==> src/rtl/mem_access_pkg.sv <==
// Shared definitions for the byte-addressable memory access unit:
// access size codes, FSM state encoding and default geometry.
package mem_access_pkg;

    localparam int DEF_DATA_WIDTH = 32;
    localparam int DEF_ADDR_WIDTH = 6;
    localparam int LANES          = 4;

    typedef enum logic [1:0] {
        SIZE_BYTE = 2'b00,
        SIZE_HALF = 2'b01,
        SIZE_WORD = 2'b10,
        SIZE_RSVD = 2'b11
    } size_e;

    typedef enum logic [1:0] {
        ST_IDLE  = 2'd0,
        ST_READ  = 2'd1,
        ST_WRITE = 2'd2,
        ST_DONE  = 2'd3
    } state_e;

    // Reserved size code is treated as a misaligned access.
    function automatic logic is_misaligned(input logic [1:0] size, input logic [1:0] offset);
        case (size)
            SIZE_BYTE: return 1'b0;
            SIZE_HALF: return offset[0];
            SIZE_WORD: return (offset != 2'b00);
            default:   return 1'b1;
        endcase
    endfunction

endpackage

==> src/rtl/mem_lane_align.sv <==
// Little-endian lane logic: extracts and extends a load lane from a RAM word,
// and merges store data into the addressed lane(s) of a RAM word.
module mem_lane_align
    import mem_access_pkg::*;
#(
    parameter int DATA_WIDTH = DEF_DATA_WIDTH
) (
    input  logic [DATA_WIDTH-1:0] i_word,
    input  logic [1:0]            i_size,
    input  logic                  i_unsigned,
    input  logic [1:0]            i_offset,
    input  logic [31:0]           i_wdata,
    output logic [31:0]           o_load,
    output logic [DATA_WIDTH-1:0] o_merged
);

    logic [DATA_WIDTH-1:0] w_shifted;
    logic [7:0]            w_byte;
    logic [15:0]           w_half;

    assign w_shifted = i_word >> {i_offset, 3'b000};
    assign w_byte    = w_shifted[7:0];
    assign w_half    = w_shifted[15:0];

    always_comb begin
        o_load = '0;
        case (i_size)
            SIZE_BYTE: o_load = {{24{~i_unsigned & w_byte[7]}}, w_byte};
            SIZE_HALF: o_load = {{16{~i_unsigned & w_half[15]}}, w_half};
            default:   o_load = i_word[31:0];
        endcase
    end

    genvar gi;
    generate
        for (gi = 0; gi < LANES; gi++) begin : g_lane
            localparam logic [1:0] LANE = 2'(gi);
            logic       w_hit;
            logic [7:0] w_lane_new;

            // A half store feeds its low byte to even lanes, high byte to odd lanes.
            always_comb begin
                w_hit      = 1'b0;
                w_lane_new = i_wdata[8*gi +: 8];
                case (i_size)
                    SIZE_BYTE: begin
                        w_hit      = (i_offset == LANE);
                        w_lane_new = i_wdata[7:0];
                    end
                    SIZE_HALF: begin
                        w_hit      = (i_offset[1] == LANE[1]);
                        w_lane_new = i_wdata[8*(gi%2) +: 8];
                    end
                    SIZE_WORD: w_hit = 1'b1;
                    default:   w_hit = 1'b0;
                endcase
            end

            assign o_merged[8*gi +: 8] = w_hit ? w_lane_new : i_word[8*gi +: 8];
        end
    endgenerate

endmodule

==> src/rtl/mem_access_unit.sv <==
// Load/store unit between a core and a single-port word RAM: byte/half/word
// accesses, sign/zero extension, read-modify-write for sub-word stores.
module mem_access_unit
    import mem_access_pkg::*;
#(
    parameter int DATA_WIDTH = DEF_DATA_WIDTH,
    parameter int ADDR_WIDTH = DEF_ADDR_WIDTH
) (
    input  logic                  i_clk,
    input  logic                  i_rst_n,
    input  logic                  i_req,
    input  logic                  i_we,
    input  logic [1:0]            i_size,
    input  logic                  i_unsigned,
    input  logic [31:0]           i_addr,
    input  logic [31:0]           i_wdata,
    output logic                  o_busy,
    output logic                  o_done,
    output logic [31:0]           o_rdata,
    output logic                  o_misaligned,
    output logic [ADDR_WIDTH-1:0] o_ram_addr,
    output logic [DATA_WIDTH-1:0] o_ram_data,
    output logic                  o_ram_we,
    input  logic [DATA_WIDTH-1:0] i_ram_data
);

    state_e                r_state;
    logic                  r_we;
    logic                  r_unsigned;
    logic [1:0]            r_size;
    logic [1:0]            r_offset;
    logic [31:0]           r_wdata;
    logic                  r_busy;
    logic                  r_done;
    logic                  r_misaligned;
    logic [31:0]           r_rdata;
    logic [ADDR_WIDTH-1:0] r_ram_addr;
    logic [DATA_WIDTH-1:0] r_ram_data;

    logic [31:0]           w_load;
    logic [DATA_WIDTH-1:0] w_merged;
    logic                  w_misaligned;
    logic                  w_unused_addr;

    // Address bits above the RAM window are dropped, so accesses wrap.
    assign w_unused_addr = ^i_addr[31:ADDR_WIDTH+2];
    assign w_misaligned  = is_misaligned(i_size, i_addr[1:0]);

    mem_lane_align #(
        .DATA_WIDTH(DATA_WIDTH)
    ) u_lane_align (
        .i_word    (i_ram_data),
        .i_size    (r_size),
        .i_unsigned(r_unsigned),
        .i_offset  (r_offset),
        .i_wdata   (r_wdata),
        .o_load    (w_load),
        .o_merged  (w_merged)
    );

    always_ff @(posedge i_clk or negedge i_rst_n) begin
        if (!i_rst_n) begin
            r_state      <= ST_IDLE;
            r_we         <= 1'b0;
            r_unsigned   <= 1'b0;
            r_size       <= 2'b00;
            r_offset     <= 2'b00;
            r_wdata      <= '0;
            r_busy       <= 1'b0;
            r_done       <= 1'b0;
            r_misaligned <= 1'b0;
            r_rdata      <= '0;
            r_ram_addr   <= '0;
            r_ram_data   <= '0;
        end else begin
            case (r_state)
                ST_IDLE: begin
                    if (i_req) begin
                        r_we         <= i_we;
                        r_size       <= i_size;
                        r_unsigned   <= i_unsigned;
                        r_offset     <= i_addr[1:0];
                        r_wdata      <= i_wdata;
                        r_ram_addr   <= i_addr[ADDR_WIDTH+1:2];
                        r_busy       <= 1'b1;
                        r_misaligned <= w_misaligned;
                        if (w_misaligned) begin
                            r_state <= ST_DONE;
                            r_done  <= 1'b1;
                        end else if (i_we && (i_size == SIZE_WORD)) begin
                            r_state    <= ST_WRITE;
                            r_ram_data <= i_wdata;
                        end else begin
                            r_state <= ST_READ;
                        end
                    end
                end
                // Sub-word stores capture the merged word here; loads latch the result.
                ST_READ: begin
                    if (r_we) begin
                        r_ram_data <= w_merged;
                        r_state    <= ST_WRITE;
                    end else begin
                        r_rdata <= w_load;
                        r_state <= ST_DONE;
                        r_done  <= 1'b1;
                    end
                end
                ST_WRITE: begin
                    r_state <= ST_DONE;
                    r_done  <= 1'b1;
                end
                ST_DONE: begin
                    r_state <= ST_IDLE;
                    r_done  <= 1'b0;
                    r_busy  <= 1'b0;
                end
                default: r_state <= ST_IDLE;
            endcase
        end
    end

    assign o_busy       = r_busy;
    assign o_done       = r_done;
    assign o_rdata      = r_rdata;
    assign o_misaligned = r_misaligned;
    assign o_ram_addr   = r_ram_addr;
    assign o_ram_data   = r_ram_data;
    assign o_ram_we     = (r_state == ST_WRITE);

endmodule
==> config.mk <==
export PLATFORM = sky130hd
export DESIGN_NAME = mem_access_unit
export DESIGN_NICKNAME = d
export VERILOG_FILES = /design/src/rtl/mem_access_pkg.sv /design/src/rtl/mem_lane_align.sv /design/src/rtl/mem_access_unit.sv
export SDC_FILE = /design/constraint.sdc
export NUM_CORES = 1
export LEC_CHECK = 0
export BUFFER_PORTS_ARGS = -buffer_cell sky130_fd_sc_hd__buf_2
export CAP_MARGIN = 20
export CORE_MARGIN = 2
export CORE_UTILIZATION = 53
export DETAILED_ROUTE_END_ITERATION = 7
export PLACE_DENSITY = 0.82
export SLEW_MARGIN = 10
export SYNTH_ARGS = -nofsm -noshare
export SYNTH_HDL_FRONTEND = slang
export SYNTH_SLANG_ARGS = --single-unit
export TNS_END_PERCENT = 30
==> constraint.sdc <==
create_clock -name i_clk -period 2.3 [get_ports i_clk]
set_clock_uncertainty 0.1 [all_clocks]
set_input_delay 0.345 -clock i_clk [delete_from_list [all_inputs] [get_ports i_clk]]
set_output_delay 0.345 -clock i_clk [all_outputs]
set_load 0.03 [all_outputs]
## After elaboration in Yosys (flattened, before gate mapping)

Index checks and enable logic that the tools add are counted.

| cells by class | value |
|---|---|
| reduce and logical (&&, ||, !) cells | 14 |
| equal/unequal tests | 16 |
| shift operators | 1 |
| bitwise operators | 5 |
| muxes and demuxes | 29 |

Operators by type and width:

| kind | count |
|---|---|
| 32-bit 2-to-1 mux | 4 |
| 32-bit case mux with 2 select lines | 2 |
| 8-bit 2-to-1 mux | 6 |
| 32-bit by 5-bit right shift with 16-bit output | 1 |
| 8-bit case mux with 2 select lines | 1 |
| 1-bit case mux with 3 select lines | 5 |
| 2-bit == test, second input constant | 6 |
| 2-bit != test, second input constant | 6 |
| 2-bit by 1-bit == test with 1-bit output, second input constant | 4 |
| 2-bit zero test | 4 |
| 2-bit case mux with 4 select lines | 1 |
| 2-bit 2-to-1 mux | 3 |
| 2-bit AND reduction | 3 |
| 2-bit nonzero test | 3 |
| 1-bit 2-to-1 mux | 5 |
| 5-bit AND reduction | 1 |
| 1-bit case mux with 4 select lines | 1 |
| 1-bit inverter | 3 |
| 3-bit AND reduction | 1 |
| 1-bit bitwise AND | 2 |
| 1-bit case mux with 2 select lines | 1 |
| 2-bit OR reduction | 1 |
| 1-bit logical AND | 1 |

| storage, ports and cells | value |
|---|---|
| output and inout bits | 74 |
| word-level logic and storage cells | 77 |
| bits in registers | 113 |
| input port bits | 103 |

## Longest topological paths before layout

Gate-level depths: netlist (run 1).

| logic depth | value |
|---|---|
| word-level depth | 6 |
| depth in mapped cells | 8 |

## Cells and area by module

From an unflattened synthesis (run 1), not the netlist that was laid out.

| second synthesis, totals | value |
|---|---|
| cell total of the unflattened synthesis | 593 |
| area total of the unflattened synthesis | 6364.9 um2 |

By module, submodules not included:

| module | area an instance (um2) | times used | cells each | sequential area each (um2) |
|---|---|---|---|---|
| mem_access_unit | 4710.8 | 1 | 344 | 2827.7 |
| mem_lane_align | 1654.1 | 1 | 249 | 0.0 |

## Worst setup path after synthesis (run 1)

Ideal clock, no wire load.

| timing | value |
|---|---|
| kind | flip-flop to flip-flop |
| from | register r_state[0] |
| to | register r_ram_addr[5] (netlist: o_ram_addr[5]) |
| cell stages (with the launch flop) | 6 |
| library setup time | 0.125 ns |
| required time | 2.075 ns |
| arrival | 1.715 ns |
| path slack | 0.360 ns |
| cells stage by stage | dfrtp_1 inv_1 ha_1 nand2_1 clkbuf_1 mux2_2 |

| on the way | value |
|---|---|
| longest elaborated chain between the ends | 2 |

RTL lines:

| element | line | RTL |
|---|---|---|
| start: declaration | mem_access_unit.sv:27 | `state_e r_state;` |
| start signal: assignment | mem_access_unit.sv:63 | `r_state <= ST_IDLE;` |
| start signal: assignment | mem_access_unit.sv:88 | `r_state <= ST_DONE;` |
| start signal: assignment | mem_access_unit.sv:91 | `r_state <= ST_WRITE;` |
| 2-bit zero test | mem_access_unit.sv:76 | `case (r_state)` |
| 2-bit AND reduction (no line) | n/a |  |
| end signal: assignment | mem_access_unit.sv:84 | `r_ram_addr <= i_addr[ADDR_WIDTH+1:2];` |
| end: declaration | mem_access_unit.sv:37 | `logic [ADDR_WIDTH-1:0] r_ram_addr;` |

No other way between the ends.
A chain may end at the register's enable or synchronous reset.

## Final worst setup path (run 1)

| timing | value |
|---|---|
| from | register r_offset[0] |
| to | register r_rdata[2] (netlist: o_rdata[2]) |

| on the way | value |
|---|---|
| longest elaborated chain between the ends | 2 |

RTL lines:

| element | line | RTL |
|---|---|---|
| start: declaration | mem_access_unit.sv:31 | `logic [1:0] r_offset;` |
| start signal: assignment | mem_access_unit.sv:82 | `r_offset <= i_addr[1:0];` |
| 32-bit by 5-bit right shift with 16-bit output | mem_lane_align.sv:21 | `assign w_shifted = i_word >> {i_offset, 3'b000};` |
| 32-bit case mux with 2 select lines | mem_lane_align.sv:27 | `case (i_size)` |
| end signal: assignment | mem_access_unit.sv:104 | `r_rdata <= w_load;` |
| end: declaration | mem_access_unit.sv:36 | `logic [31:0] r_rdata;` |

No other way between the ends.

==> metrics, run 1 <==
P_leak around 0.0035 uW; Avg Inst Size Synth between 10 and 15 um^2; Max stage delay cell, worst path dfrtp_1; Power Dens Cells around 1800 nW/um^2; Worst slew margin slightly above 60%; wire length on met2 around 9000 um; max-slew violations 0; number of global-route vias before repair around 5700; Total Routing Usage GR 30.8%; run status finished, final reports clean; Post-Route Setup TNS 0 ns; Via density 6.39; Die Ht 112 um; Syn Nets 695; WP depth 5; unrepaired setup endpoints after global routing false; wire length on met1 7510 um; min cycle time layout 2.15 ns; cell family with most CP delay compound AO/OA/AOI/OAI gates; CP bufs+invs 1; dpl hpwl ~13000 um; num rows 39; chip width 112 um; commonest non-fill, non-tap cell in the layout buf_2; DR iter-0 viols 499; worst setup margin 0.149 ns; IO Port Bufs approximately 150; largest stage delay on the critical path approximately 0.59 ns; clk root buf clkbuf_16; Crit Path Max Fanout 11; Cell variety after synth about 50; Routed WL around 19000 um; Max VDD drop around 0.00087 V; H-tree Lvls 4; die footprint around 12000 um^2; Area Growth Syn to Fin 25.5%; CTS tree built; fin area 7720 um^2; top sig layer met4; global route overflow 0; clk sink count around 110; core area 11400 um^2; vias post-DR 5725; antenna diode count 0; first-pass GRT wire length about 30000 um; DR DRC count 0; Worst setup SP type flip-flop; # nets final 848; Area after DPL approximately 7000 um^2; initial antenna violation count 0; Mapped Cells 587; WP data arrival 2.40 ns; Async SR Flop Fraction 100%; Final ANT Viol Nets 0; postcts setup bufs 0; most frequent cells in the layout buf_2 (151), dfrtp_1 (113), mux2_2 (72), nor2_1 (45), a21oi_1 (38); Main synth FF type dfrtp_1; Multi-input gate area between 3000 and 4000 um^2; Max Fclk approximately 0.46 GHz; CP cell instances buf_4 -> nor2b_1 -> a22oi_1 -> o21ai_0 -> o21a_1; Clock Latency Late Sink between 0.4 and 0.5 ns; CTS Buf Count 17; worst slew pin tran between 0.5 and 0.6 ns; Post-synth EDFFs 0; CP endpoint kind flip-flop; Fillers 864; share of layout cells above drive strength 1 between 30% and 40%; metal3 WL about 1700 um; CTS Buffer Depth 2; register area 2830 um^2; period utilization between 90% and 100%; Setup WS pre-CTS about 0.047 ns; initial cell density of the core ~54%; largest area contributor in the netlist dfrtp_1; Ports about 180; WL per Instance around 21 um; FF+latch count, synth around 110; hold path cells 2; Mapped Area roughly 6200 um^2; gpl congestion between 0.9 and 1; Hold WC Path Type input port to flip-flop; Setup Crit Path Kind flip-flop to flip-flop; clock-pin transition on the worst setup and hold timing paths 0.05 ns; Synth warnings 0; largest net degree at the start of global routing 57; Hold Slack 0.0657 ns; max_cap viols 0; Hold Vio Cnt, Final 0; register area share after synthesis a little under half; top area cells in the synthesized netlist dfrtp_1 (46%), mux2_2 (13%), mux2i_1 (4.4%), a21oi_1 (3.1%), nand2b_1 (2.9%); Yosys top cell area share between 40% and 50%; cell depth of the worst flop-to-flop path 5; WP data required ~2.6 ns; drt first pass iters 6; endpoints failing setup 0
==> layout make-up <==
cell class | instances | area share (%)
Timing Repair Buffer | 180 | 13.0
Multi-Input combinational cell | 415 | 39.7
Sequential cell | 113 | 36.6
Clock inverter | 11 | 1.77
Inverter | 13 | 0.632
Tap cell | 143 | 2.32
Clock buffer | 21 | 5.97
==> through the flow <==
stage / power (uW) / utilization [%] / cells
after floorplan: 8840 / - / 587
after global routing: 14500 / 67.9 / 896
after global placement: 10600 / 62.5 / 863
after CTS: 13700 / 67.9 / 896
final: 13700 / 67.9 / 896
after detailed placement: 10900 / 62.5 / 863
==> worst register-to-register path: stages, from the launching register on <==
cell     delay (ns)
dfrtp_1        0.59
buf_4          0.25
nor2b_1        0.50
a22oi_1        0.25
o21ai_0        0.25
o21a_1         0.15
==> layer usage <==
metal  track usage (%)  up-vias
met5                 0        -
met4              14.7        0
met3              7.89       70
met2              47.6      342
met1              40.9     2849
li1                  -     2464
==> sequential cells by signal (all words and copies together) (netlist names), 2 cells and up <==
register and flops:
o_ram_data 32, o_rdata 32, r_wdata 32, o_ram_addr 6, r_offset 2, r_size 2, r_state 2
==> repair_timing <==
item / CTS / global route
gates resized for setup: 1 / 0
hold buffers: 1 / 0
endpoints found under the hold margin: 30 / 0
setup endpoints to repair: 7 / 0
==> worst paths after layout <==
path / end / startpoint / slack [ns]
worst max-delay path: o_rdata[2] / r_offset[0] / 0.15
worst min-delay path: o_ram_addr[0] / i_addr[2] / 0.07
worst max register to register: o_rdata[2] / r_offset[0] / 0.15
worst min register to register: o_misaligned / o_misaligned / 0.38
max in group asynchronous: o_rdata[2] / i_rst_n / 1.05
min in group asynchronous: o_rdata[9] / i_rst_n / 0.32
==> Yosys cell counts (8+ instances only) <==
cell        n
dfrtp_1   113
mux2_2     72
nor2_1     45
a21oi_1    38
o21ai_0    35
nand2_1    31
nand2b_1   29
mux2i_1    27
buf_2      20
clkbuf_1   19
o31ai_1    17
inv_1      12
a31oi_1    11
o21a_1     10
o21ai_1    10
a21o_1      9
a22oi_1     9
a211oi_1    8
o221ai_1    8
o32a_1      8
o32ai_1     8
==> where the power goes <==
group	internal (uW)	switching [uW]
sequential	3030	801
combinational	2770	4450
clock	1750	912
==> cells by family after synthesis <==
family / Yosys count / synth area share [%]
compound gates: 188 / 20.9
fa+ha+maj: 5 / 1.02
buf+inv: 59 / 4.49
flops: 113 / 46.0
mux: 100 / 17.9
simple gates: 122 / 9.70
No activity file was read; power rests on OpenSTA's default activity.
==> run 2, diff against run 1 <==
PLACE_DENSITY = 0.81   (was 0.82)
clock period = 2.16 ns   (was 2.3 ns; I/O delays follow)
==> run 2 against run 1 <==
Net effect: global-route usage decreased by 1.0 points; register-to-register slack hardly changed; count of clock-buffer cells in the layout up 3; critical endpoint is now o_ram_data[24].
==> metrics, run 2 (same netlist as run 1, synthesis figures left out) <==
Setup Crit Path Kind flip-flop to flip-flop; DR DRC count 0 (unchanged); Max VDD drop 0.000929 V (+6.3%); Routed WL 18700 um (-1.9%); Reg2Reg Setup Slack 0.14 ns (about the same); commonest non-fill, non-tap cell in the layout buf_2; Hold WC Path Type input port to flip-flop; chip width 112 um (unchanged); number of global-route vias before repair 5467 (-3.3%); initial antenna violation count 0 (unchanged); CTS Buffer Depth 2 (unchanged); first-pass GRT wire length 28800 um (-2.8%); num rows 39 (unchanged); Layout Utilization 68.0% (about the same); Hold Vio Cnt, Final 0 (unchanged); clock-pin transition on the worst setup and hold timing paths 0.05 ns (about the same); CTS tree built; Die Ht 112 um (unchanged); Ports 177 (unchanged); H-tree Lvls 4 (unchanged); worst setup margin 0.143 ns (-0.00560 ns); antenna diode count 0 (unchanged); WL per Instance 20.9 um (-1.6%); Max Fclk 0.496 GHz (+6.7%); gpl congestion 0.966 (+5.1%); worst slew pin tran 0.511 ns (-0.0689 ns); dpl hpwl 13200 um (-1.1%); period utilization 93.4% (-0.16 points); drt first pass iters 6 (unchanged); vias post-DR 5587 (-2.4%); # nets final 847 (-0.12%); CTS Buf Count 17 (unchanged); Via density 6.26 (-2.1%); WP data required 2.37 ns (-0.18 ns); initial cell density of the core 54.1% (unchanged); Area Growth Syn to Fin 25.6% (about the same); IO Port Bufs 152 (unchanged); Worst slew margin 65.8% (+4.5 points); core area 11400 um^2 (unchanged); clk sink count 113 (unchanged); max_cap viols 0 (unchanged); CP endpoint kind flip-flop; Worst setup SP type flip-flop; share of layout cells above drive strength 1 39.3% (about the same); Power Dens Cells 1870 nW/um^2 (+5.2%); Crit Path Max Fanout 19 (+8); P_leak 0.00353 uW (about the same); Post-Route Setup TNS 0 ns (unchanged); min cycle time layout 2.02 ns (-0.134 ns); endpoints failing setup 0 (unchanged); DR iter-0 viols 610 (+22%); Setup WS pre-CTS 0.124 ns (+0.0769 ns); max-slew violations 0 (unchanged); Clock Latency Late Sink 0.42 ns (about the same); most frequent cells in the layout buf_2 (151), dfrtp_1 (113), mux2_2 (72), nor2_1 (45), a21oi_1 (38); WP data arrival 2.23 ns (-0.17 ns); die footprint 12500 um^2 (unchanged); Total Routing Usage GR 29.8% (-1.0 points); Final ANT Viol Nets 0 (unchanged); unrepaired setup endpoints after global routing false; clk root buf clkbuf_16; run status finished, final reports clean; largest net degree at the start of global routing 57 (unchanged); global route overflow 0 (unchanged)
==> run 2: changes by cell type in the layout (fill, tap and decap cells not counted), sizes merged <==
| cell | before | now |
|---|---|---|
| clkbuf | 21 | 24 |
| buf | 179 | 178 |
| bufinv | 3 | 1 |
| clkinv | 7 | 5 |
| clkinvlp | 1 | 0 |
==> run 2: path summary, 6_finish.rpt <==
| check | start | to | cells after the start |
|---|---|---|---|
| worst max-delay path | r_size[0] | o_ram_data[24] | 5 |
| worst min-delay path | i_addr[7] | o_ram_addr[5] | 2 |
| worst max register to register | r_size[0] | o_ram_data[24] | 5 |
| worst min register to register | o_misaligned | o_misaligned | 2 |
| max in group asynchronous | i_rst_n | r_state[0] | 3 |
| min in group asynchronous | i_rst_n | o_rdata[28] | 2 |
==> run 2: metrics by stage <==
stage                     hold slack (ns)  power [uW]  instances  area [um^2]
after floorplan                   -0.0716        9410        587         6150
after global placement              0.173       11300        861         7120
after detailed placement            0.184       11600        861         7120
after CTS                          0.0314       14300        892         7690
after global routing               0.0419       15200        893         7730
final                              0.0378       14400        893         7730
==> run 2: report_power, final <==
| part | switching (uW) | internal (uW) |
|---|---|---|
| clock | 937 | 1710 |
| combinational | 4740 | 3020 |
| sequential | 815 | 3230 |
| total | 6490 | 7960 |
==> run 2: timing repair <==
item | 4_1_cts | 5_1_grt
endpoints found under the hold margin | 27 | 0
hold buffers | 1 | 0
resized for setup | 0 | 4
setup buffers | 0 | 1
setup endpoints to repair | 0 | 36
==> run 2: final cells by class <==
cell class | instances | area, um^2
flip-flops and latches | 113 | 2830
clock buffers | 24 | 502
inverters | 13 | 48.8
multi-input cells | 415 | 3070
well taps | 143 | 179
repair buffers | 179 | 1050
fillers | 860 | 3640
clock inverters | 6 | 55.1
==> run 2: per-layer routing <==
metal | up-vias | global-route usage, % | wire, um
met1 | 2694 | 38.3 | 7250
met5 | - | 0 | 0
met4 | 0 | 14.2 | 740
met2 | 361 | 47.9 | 8900
met3 | 66 | 6.97 | 1770
li1 | 2466 | - | -
==> run 2: critical path, stage by stage, from the launching register on <==
cell	delay, ns
dfrtp_1	0.59
nand2b_1	0.18
buf_4	0.25
o21a_1	0.34
a211oi_1	0.16
o31ai_1	0.28
==> run 3, diff against run 2 <==
BUFFER_PORTS_ARGS = default   (was -buffer_cell sky130_fd_sc_hd__buf_2)
CORE_UTILIZATION = 64   (was 53)
DONT_BUFFER_PORTS = 1   (was default)
PLACE_DENSITY = 0.8   (was 0.81)
==> run 3 against run 2 <==
Net effect: the flow now finishes with violations (hold timing); critical path depth unchanged; routed wire length increased by 8.9%; combinational power decreased by 25%; setup slack got worse by 0.066 ns; non-clock buffer count decreased by 74; clock power increased by 5%; count of clock-buffer cells in the layout decreased by 3; sequential cell count unchanged; sequential share of layout area increased by 0.30 points; critical path type unchanged; largest cell class unchanged.
==> metrics, run 3 (same netlist as run 1, synthesis figures left out) <==
run status finished with violations; failing checks hold timing; num rows 35 (-10%); dpl hpwl 12400 um (-6.3%); IO Port Bufs 0 (-100%); vias post-DR 5497 (-1.6%); Via density 6.81 (+8.9%); CTS Buffer Depth 2 (unchanged); Max VDD drop 0.00119 V (+29%); WP data arrival 2.43 ns (+0.20 ns); core area 9280 um^2 (-18%); min cycle time layout 2.08 ns (+0.0662 ns); max-slew violations 0 (unchanged); commonest non-fill, non-tap cell in the layout dfrtp_1; WP data required 2.51 ns (+0.14 ns); largest stage delay on the critical path 0.51 ns (-0.08 ns); H-tree Lvls 4 (unchanged); drt first pass iters 7 (+1); DR DRC count 0 (unchanged); Critical Path Source r_size[0]; P_leak 0.00323 uW (-8.5%); CP most frequent cell nor2b_1; Multi-input gate area 3060 um^2 (-0.29%); Area Growth Syn to Fin 24.6%; WL per Instance 25.2 um (+20%); Worst setup SP type flip-flop; first-pass GRT wire length 31100 um (+7.8%); Max stage delay cell, worst path dfrtp_1; Max Fclk 0.480 GHz (-3.2%); period utilization 96.4% (+3.1 points); CP endpoint kind flip-flop; cell depth of the worst flop-to-flop path 5 (unchanged); Hold WC Path Type input port to asynchronous set/reset pin; Routed WL 20300 um (+8.9%); launching point of the worst reg2reg path r_size[0]; clk root buf clkbuf_8; DR iter-0 viols 600 (-1.6%); die footprint 10400 um^2 (-17%); clock-pin transition on the worst setup and hold timing paths 0.06 ns (about the same); endpoints failing setup 0 (unchanged); worst slew pin tran 0.639 ns (+0.128 ns); unrepaired setup endpoints after global routing false; Crit Path Max Fanout 8 (-11); global route overflow 0 (unchanged); Hold Slack -0.608 ns (-0.646 ns); max_cap viols 0 (unchanged); CP bufs+invs 1 (unchanged); cell family with most CP delay simple AND/OR/NAND/NOR gates; largest net degree at the start of global routing 114 (+100%); Power Dens Cells 1840 nW/um^2 (-1.4%); Fillers 516 (-40%); CTS Buf Count 17 (unchanged); gpl congestion 0.915 (-5.3%); Die Ht 102 um (-8.7%); Setup Crit Path Kind flip-flop to flip-flop; clk sink count 113 (unchanged); CP cell instances buf_4 -> nor2b_1 -> nor2b_1 -> a222oi_1 -> a21oi_1; most frequent cells in the layout dfrtp_1 (113), dlygate4sd3_1 (76), mux2_2 (72), nor2_1 (45), a21oi_1 (38); Post-CTS Hold Fix Bufs 76 (+75); Ports 177 (unchanged); register area 2830 um^2 (unchanged); Clock Latency Late Sink 0.53 ns (+0.11 ns); antenna diode count 0 (unchanged); WP depth 5 (unchanged); initial cell density of the core 66.3% (+12 points); chip width 102 um (-8.7%); initial antenna violation count 0 (unchanged); CTS tree built; Reg2Reg Setup Slack 0.08 ns (-0.07 ns); Hold Vio Cnt, Final 113 (+113); Worst slew margin 57.3% (-8.5 points); Total Routing Usage GR 40.3% (+10 points); Post-Route Setup TNS 0 ns (unchanged); share of layout cells above drive strength 1 21.5% (-18 points); number of global-route vias before repair 5573 (+1.9%); # nets final 773 (-8.7%); Final ANT Viol Nets 0 (unchanged)
## run 3: cell count changes in the layout (fill, tap and decap cells not counted), sizes merged
cell / before / now
clkinvlp: 0 / 3
bufinv: 1 / 3
buf: 178 / 29
dlygate4sd3: 1 / 76
clkbuf: 24 / 21
## run 3: worst register-to-register path, cell delays in order (launching register included)
cell	delay, ns
dfrtp_1	0.51
buf_4	0.21
nor2b_1	0.27
nor2b_1	0.47
a222oi_1	0.26
a21oi_1	0.20
## run 3: where the power goes
group          internal [uW]  switching (uW)  leakage, uW
clock network           1780            1000     0.000277
registers               3210            2340      0.00132
logic                   2590            3210      0.00164
## run 3: timing repair
item | 4_1_cts | 5_1_grt
buffers inserted | 0 | 2
endpoints found under the hold margin | 225 | 113
endpoints found under the setup margin | 0 | 9
resized for setup | 0 | 2
## run 3: final timing paths
check                                  to
max in group asynchronous      r_wdata[4]
hold reg to reg               r_wdata[26]
hold / removal                o_rdata[31]
setup / recovery               o_rdata[9]
min in group i_clk         o_ram_data[28]
setup reg to reg               o_rdata[9]
## run 3: per-layer routing
metal	share of wire (%)	vias to the layer above	track usage, %
met5	0	-	0
met4	4.3	0	18.8
met3	11	87	12.0
met2	48	431	65.0
met1	37	2658	50.1
li1	-	2321	-
## run 3: final cells by class
type / count / share of cell area (%)
multi-input combinational: 415 / 39.9
timing repair buffer: 105 / 12.9
clock buffer: 21 / 5.73
sequential: 113 / 36.9
tap: 129 / 2.11
inverter: 13 / 0.637
clock inverter: 11 / 1.80
## run 3: through the flow
| stage | setup slack (ns) | total power [uW] | utilization [%] | cells | instance area, um^2 |
|---|---|---|---|---|---|
| finish | 0.0771 | 14100 | 82.5 | 807 | 7660 |
| global route | 0.0164 | 14800 | 82.5 | 807 | 7660 |
| CTS | 0.130 | 13800 | 82.3 | 805 | 7640 |
| detailed placement | 0.148 | 10800 | 67.9 | 697 | 6310 |
| global placement | 0.254 | 10500 | 67.9 | 697 | 6310 |
| floorplan | 0.220 | 9410 | - | 587 | 6150 |
